--- src/rtl/gremlin_hit_detector.sv ---
// -----------------------------------------------------------------------------
// gremlin_hit_detector
//
// Purpose:
//   Once per video frame, on the rising edge of vsync_in, the block takes a
//   snapshot of the car position and two gremlin descriptors. It then tests
//   the car bounding box against each gremlin bounding box, one gremlin per
//   cycle. Newly hit gremlins are reported, get a kill request, and add to a
//   saturating score.
//
// Ports:
//   pclk       in   1   pixel clock; all state changes on its rising edge
//   rst_n      in   1   asynchronous active-low reset
//   vsync_in   in   1   frame sync; a rising edge starts one evaluation
//   grem0_in   in  24   gremlin 0: [23] color, [22:12] x, [11:1] y, [0] active
//   grem1_in   in  24   gremlin 1, same layout
//   car_x      in  11   car top-left x
//   car_y      in  11   car top-left y
//   kill_ack   in   2   per-gremlin acknowledge of kill_req
//   hit_pulse  out  1   one-cycle strobe when a frame produced at least one hit
//   hit_mask   out  2   gremlins hit in the last completed evaluation
//   kill_req   out  2   per-gremlin deactivate request, held until acknowledged
//   score      out 10   hits counted since reset, saturating at SCORE_MAX
//   busy       out  1   high while an evaluation is in progress
//
// Timing: with the vsync edge seen in cycle N, the FSM is in SNAP in N+1,
// CHK0 in N+2, CHK1 in N+3 and DONE in N+4. The registered results are visible
// from N+5.
// -----------------------------------------------------------------------------
module gremlin_hit_detector #(
    parameter int unsigned CAR_W     = 32,
    parameter int unsigned CAR_H     = 32,
    parameter int unsigned GREM_W    = 16,
    parameter int unsigned GREM_H    = 32,
    parameter int unsigned SCORE_MAX = 999
) (
    input  logic        pclk,
    input  logic        rst_n,
    input  logic        vsync_in,
    input  logic [23:0] grem0_in,
    input  logic [23:0] grem1_in,
    input  logic [10:0] car_x,
    input  logic [10:0] car_y,
    input  logic [1:0]  kill_ack,
    output logic        hit_pulse,
    output logic [1:0]  hit_mask,
    output logic [1:0]  kill_req,
    output logic [9:0]  score,
    output logic        busy
);

    localparam int unsigned COORD_W   = 11;
    localparam int unsigned SUM_W     = 12;
    localparam int unsigned SCORE_W   = 10;
    localparam int unsigned SCORE_SW  = SCORE_W + 1;
    localparam int unsigned NUM_GREM  = 2;

    // Gremlin descriptor layout as delivered by the sprite engine
    typedef struct packed {
        logic               color;
        logic [COORD_W-1:0] xpos;
        logic [COORD_W-1:0] ypos;
        logic               active;
    } grem_t;

    typedef enum logic [2:0] {
        IDLE,
        SNAP,
        CHK0,
        CHK1,
        DONE
    } state_t;

    state_t               state;
    state_t               state_next;

    logic                 vsync_q;
    logic                 vsync_rise;

    grem_t                snap0;
    grem_t                snap1;
    logic [COORD_W-1:0]   snap_cx;
    logic [COORD_W-1:0]   snap_cy;

    logic [NUM_GREM-1:0]  pending;
    logic [NUM_GREM-1:0]  hit_c;
    logic [1:0]           hit_count;
    logic [SCORE_SW-1:0]  score_sum;
    logic [SCORE_W-1:0]   score_next;

    // The color bit has no bearing on hit detection
    logic                 unused_color;
    assign unused_color = snap0.color ^ snap1.color;

    // Axis-aligned box overlap, evaluated at 12 bits so the sums never wrap
    function automatic logic overlap(input grem_t              g,
                                     input logic [COORD_W-1:0] cx,
                                     input logic [COORD_W-1:0] cy);
        logic [SUM_W-1:0] gx;
        logic [SUM_W-1:0] gy;
        logic [SUM_W-1:0] x0;
        logic [SUM_W-1:0] y0;
        gx = SUM_W'(g.xpos);
        gy = SUM_W'(g.ypos);
        x0 = SUM_W'(cx);
        y0 = SUM_W'(cy);
        return (x0 < gx + SUM_W'(GREM_W)) && (gx < x0 + SUM_W'(CAR_W)) &&
               (y0 < gy + SUM_W'(GREM_H)) && (gy < y0 + SUM_W'(CAR_H));
    endfunction

    assign vsync_rise = vsync_in & ~vsync_q;

    // A gremlin with an outstanding kill request cannot be hit again
    always_comb begin
        hit_c    = '0;
        hit_c[0] = overlap(snap0, snap_cx, snap_cy) & snap0.active & ~kill_req[0];
        hit_c[1] = overlap(snap1, snap_cx, snap_cy) & snap1.active & ~kill_req[1];
    end

    // Saturating score update from the completed pending mask
    always_comb begin
        hit_count  = 2'({1'b0, pending[0]}) + 2'({1'b0, pending[1]});
        score_sum  = SCORE_SW'(score) + SCORE_SW'(hit_count);
        score_next = SCORE_W'(score_sum);
        if (score_sum > SCORE_SW'(SCORE_MAX)) begin
            score_next = SCORE_W'(SCORE_MAX);
        end
    end

    // FSM state register
    always_ff @(posedge pclk or negedge rst_n) begin
        if (!rst_n) begin
            state <= IDLE;
        end else begin
            state <= state_next;
        end
    end

    // FSM next state; edges outside IDLE are simply not looked at
    always_comb begin
        state_next = state;
        case (state)
            IDLE:    if (vsync_rise) state_next = SNAP;
            SNAP:    state_next = CHK0;
            CHK0:    state_next = CHK1;
            CHK1:    state_next = DONE;
            DONE:    state_next = IDLE;
            default: state_next = IDLE;
        endcase
    end

    // vsync history resets high so a level already high at release is no edge
    always_ff @(posedge pclk or negedge rst_n) begin
        if (!rst_n) begin
            vsync_q <= 1'b1;
        end else begin
            vsync_q <= vsync_in;
        end
    end

    // Frame snapshot; the checks only ever look at these copies
    always_ff @(posedge pclk or negedge rst_n) begin
        if (!rst_n) begin
            snap0   <= '0;
            snap1   <= '0;
            snap_cx <= '0;
            snap_cy <= '0;
        end else if (state == SNAP) begin
            snap0   <= grem_t'(grem0_in);
            snap1   <= grem_t'(grem1_in);
            snap_cx <= car_x;
            snap_cy <= car_y;
        end
    end

    // One gremlin is checked per cycle
    always_ff @(posedge pclk or negedge rst_n) begin
        if (!rst_n) begin
            pending <= '0;
        end else begin
            if (state == CHK0) pending[0] <= hit_c[0];
            if (state == CHK1) pending[1] <= hit_c[1];
        end
    end

    // Result publication, score and strobe
    always_ff @(posedge pclk or negedge rst_n) begin
        if (!rst_n) begin
            hit_pulse <= 1'b0;
            hit_mask  <= '0;
            score     <= '0;
        end else begin
            hit_pulse <= 1'b0;
            if (state == DONE) begin
                hit_mask  <= pending;
                hit_pulse <= |pending;
                score     <= score_next;
            end
        end
    end

    // Kill requests: a new hit takes priority over a same-cycle acknowledge
    always_ff @(posedge pclk or negedge rst_n) begin
        if (!rst_n) begin
            kill_req <= '0;
        end else begin
            for (int i = 0; i < int'(NUM_GREM); i++) begin
                if (state == DONE && pending[i]) begin
                    kill_req[i] <= 1'b1;
                end else if (kill_ack[i]) begin
                    kill_req[i] <= 1'b0;
                end
            end
        end
    end

    // busy follows the state being entered so it is aligned with SNAP..DONE
    always_ff @(posedge pclk or negedge rst_n) begin
        if (!rst_n) begin
            busy <= 1'b0;
        end else begin
            busy <= (state_next != IDLE);
        end
    end

endmodule

--- config.mk ---
export PLATFORM = sky130hd
export DESIGN_NAME = gremlin_hit_detector
export DESIGN_NICKNAME = d
export VERILOG_FILES = /design/src/rtl/gremlin_hit_detector.sv
export SDC_FILE = /design/constraint.sdc
export NUM_CORES = 1
export LEC_CHECK = 0
export BUFFER_PORTS_ARGS = -buffer_cell sky130_fd_sc_hd__buf_2
export CELL_PAD_IN_SITES_DETAIL_PLACEMENT = 1
export CELL_PAD_IN_SITES_GLOBAL_PLACEMENT = 1
export CORE_MARGIN = 5
export CORE_UTILIZATION = 45
export DETAILED_ROUTE_END_ITERATION = 8
export PLACE_DENSITY = 0.83
export SLEW_MARGIN = 20
export SYNTH_ARGS = -nofsm -noshare
export SYNTH_HDL_FRONTEND = slang
export SYNTH_SLANG_ARGS = --single-unit
--- constraint.sdc ---
create_clock -name pclk -period 3.3 [get_ports pclk]
set_input_delay 0.165 -clock pclk [delete_from_list [all_inputs] [get_ports pclk]]
set_output_delay 0.165 -clock pclk [all_outputs]
set_load 0.02 [all_outputs]
==> flow_metrics.py <==
metrics = {
    "status": {
        "run_status": "finished, final reports clean",
    },
    "final_layout": {
        "final_cell_mix": "sky130_fd_sc_hd__dfrtp_1, sky130_fd_sc_hd__buf_2, sky130_fd_sc_hd__ha_1",
        "antenna_cells": 0,
        "fill_cells": 1478,
        "area.growth.synth_to_final_pct": 15.7,
        "final_layout_size_suffix_gt1_frac": 0.247,
        "nets_final": 829,
        "layout_commonest_cell": "sky130_fd_sc_hd__dfrtp_1",
    },
    "global_routing": {
        "grtUsageMet1": 0.231,
        "grtUsageMet2": 0.376,
        "top_usage_layer": "met2",
        "first_global_vias": 5351,
        "maximum_number_of_pins_on_one_net_before_global_route_repair": 58,
        "grt-ovfl-total": 0,
        "antenna_found_initial": 0,
        "grt_first_pass_wirelength_um": 25900,
        "grt.met3_usage": 0.0403,
        "global_route.usage.total": 0.202,
    },
    "floorplan": {
        "initial_core_util": 0.464,
        "placement_rows": 41,
        "placeableCoreArea_mm2": 0.0127,
        "chipHeight_um": 124,
        "floorplan.io_pins": 91,
        "chipWidth_um": 124,
        "die_area_mm2": 0.0155,
    },
    "sta": {
        "worst_slew_pin_slew_ps": 723,
        "final.min_clock_period_ps": 2630,
        "final_setup_margin_ps": 674,
        "finalHoldWorstSlack_ps": 7.45,
        "tns_ps": 0,
        "fmax_mhz": 381,
        "max_slew_margin": 0.518,
        "worst_clock_skew_ps": 8.89,
        "final-max-slew-violation-count": 0,
        "finalSetupViolCount": 0,
        "min_period_over_period": 0.796,
        "setup_repair_after_global_routing_missed_its_margin": "no",
        "final_hold_viol_count": 0,
    },
    "critical_path": {
        "worst-setup-path-type": "flop to flop",
        "worst_r2r_endpoint": "pending[0]",
        "startpoint_type": "flop",
        "startpoint": "snap_cx[5]",
        "worst_r2r_path_depth": 9,
        "critical_path_fanouts_max": 8,
        "required_ps": 3580,
        "end_kind": "flop",
        "crit_path_end": "pending[0]",
        "setup.reg_to_reg.worst_slack_ps": 670,
        "worst_reg2reg_startpoint": "snap_cx[5]",
        "worst_ep_arrival_time_ps": 2910,
    },
    "placed_design": {
        "dp_hpwl_um": 12000,
        "post-place-ws_ps": 703,
        "port_buffers": 88,
        "gp_routability_congestion": 0.843,
    },
    "power": {
        "power_dens_cells_mw_per_mm2": 1040,
        "p_leak_nw": 3.18,
        "irDropWorstVdd_uv": 443,
    },
    "detailed_routing": {
        "drt_drc_violations_left": 0,
        "ant_nets": 0,
        "viasPerCell": 5.61,
        "detailedRoute.firstPassIterationCount": 4,
        "detail_route.iter0.violations": 204,
        "via_count": 4743,
        "drt-wirelength-per-cell_um": 18.0,
        "detail_route.wirelength_um": 15200,
    },
    "clock_tree": {
        "cell_at_the_root_of_the_clock_tree": "sky130_fd_sc_hd__clkbuf_16",
        "ctsHtreeMaxLevel": 3,
        "cts.sink_count": 90,
        "tritoncts": "built",
        "cts_buffer_depth": 2,
        "postCtsResizedCells": 0,
        "clkTransAtPathRegs_ps": 70,
        "clkLatencyLatePin_ps": 350,
        "num_cts_buffers": 9,
    },
    "yosys": {
        "syn_inst": 577,
        "synth-seq-cells": 90,
        "mappedNetlistNets": 738,
        "synth_enable_flop_cells": 0,
        "asyncSetResetFlopFracSynth": 1.00,
        "dominantRegCellSynth": "sky130_fd_sc_hd__dfrtp_1",
        "summed_instance_area_of_the_synthesized_netlist_mm2": 0.00590,
        "synth_cell_type_count": 59,
        "synthesis.yosys.warnings": 0,
        "synth_area_per_cell_um2": 10.2,
        "ys_seq_area_frac": 0.382,
    },
    "min_path": {
        "min_path_type": "input pin to flop",
    },
    "flow_run": {
        "maxCapViolCount": 0,
    },
}
-- metal layers --
layer	wire (um)	part of all wire
met5	0	0
met4	328	0.022
met3	525	0.035
met2	8040	0.53
met1	6290	0.41
-- per-stage QoR --
stage                     area (um^2)  total power, mW   util  std cells
after floorplan                  5900             4.97      -        577
after global placement           6520             5.79  0.512        826
after detailed placement         6520             6.16  0.512        826
after CTS                        6820             7.18  0.536        845
after global routing             6820             7.82  0.536        845
final                            6820             7.11  0.536        845
-- cell families after synthesis --
kind of cell               Yosys count  synth area share
AOI/OAI and AO/OA                  116             0.124
xor gates and xnor gates            30            0.0446
adders and majority gates           86             0.184
buffers and inverters               50            0.0346
DFF                                 90             0.382
muxes                               47            0.0895
and+or+nand+nor                    158             0.142
-- final cells by class --
class | count | area, um^2 | area share
inverters | 35 | 131 | 0.0193
flip-flops and latches | 90 | 2250 | 0.330
clock inverters | 6 | 42.5 | 0.00624
well taps | 172 | 215 | 0.0316
clock buffers | 10 | 229 | 0.0336
multi-input cells | 437 | 3450 | 0.505
repair buffers | 95 | 503 | 0.0737
-- synthesized netlist by cell type, types with 4 or more instances --
cell / instances / area (um^2)
sky130_fd_sc_hd__nor2b_1: 7 / 43.8
sky130_fd_sc_hd__nand2_1: 46 / 173
sky130_fd_sc_hd__ha_1: 85 / 1060
sky130_fd_sc_hd__dfrtp_1: 89 / 2230
sky130_fd_sc_hd__o211ai_1: 4 / 30.0
sky130_fd_sc_hd__o21a_1: 4 / 30.0
sky130_fd_sc_hd__a211o_1: 4 / 35.0
sky130_fd_sc_hd__nand3_1: 30 / 150
sky130_fd_sc_hd__a211oi_1: 7 / 52.6
sky130_fd_sc_hd__xnor2_1: 10 / 87.6
sky130_fd_sc_hd__nor2_1: 20 / 75.1
sky130_fd_sc_hd__xor2_1: 20 / 175
sky130_fd_sc_hd__nor3_1: 5 / 25.0
sky130_fd_sc_hd__buf_2: 6 / 30.0
sky130_fd_sc_hd__a21o_1: 7 / 52.6
sky130_fd_sc_hd__and4_1: 4 / 35.0
sky130_fd_sc_hd__mux2_2: 46 / 518
sky130_fd_sc_hd__and3_1: 11 / 68.8
sky130_fd_sc_hd__o21ai_0: 37 / 185
sky130_fd_sc_hd__nand4_1: 12 / 75.1
sky130_fd_sc_hd__inv_1: 35 / 131
sky130_fd_sc_hd__clkbuf_1: 6 / 22.5
sky130_fd_sc_hd__a21oi_1: 34 / 170
-- flip-flops by register name, indices dropped and copies added, names as in the netlist --
name	count
snap0	23
snap1	23
snap_cx	11
snap_cy	11
score	10
state	3
hit_mask	2
kill_req	2
pending	2
busy	1
hit_pulse	1
vsync_q	1
-- worst min path at each step --
stage                     cells after the start  slack, ps          from           to
after global routing                          3         20  grem1_in[13]    snap1[13]
after floorplan                               0       -130         rst_n         busy
after global placement                        1        270         rst_n     snap1[3]
after detailed placement                      1        280         rst_n     snap1[3]
after CTS                                     2          2   kill_ack[0]  kill_req[0]
final                                         2          7   kill_ack[0]  kill_req[0]
-- critical path: stages (launching register included) --
cell                      delay, ps
sky130_fd_sc_hd__dfrtp_1        490
sky130_fd_sc_hd__ha_1           290
sky130_fd_sc_hd__xnor2_1        210
sky130_fd_sc_hd__ha_1           300
sky130_fd_sc_hd__a21oi_1        140
sky130_fd_sc_hd__o21ai_0        120
sky130_fd_sc_hd__a21oi_1        240
sky130_fd_sc_hd__o22ai_1         90
sky130_fd_sc_hd__or4_1          530
sky130_fd_sc_hd__o21ai_1        130
-- where the power goes --
part	leakage (nW)	internal, mW	total, mW	switching (mW)
Combinational	1.96	1.82	3.86	2.04
Clock	0.129	0.511	0.947	0.435
Sequential	1.09	1.60	2.30	0.707
Total	3.18	3.93	7.11	3.18
-- what timing repair did --
item	in CTS	in global routing
hold buffers	3	0
endpoints found under the hold margin	55	0
setup buffers	0	0
Power figures use the tool's default switching activity.
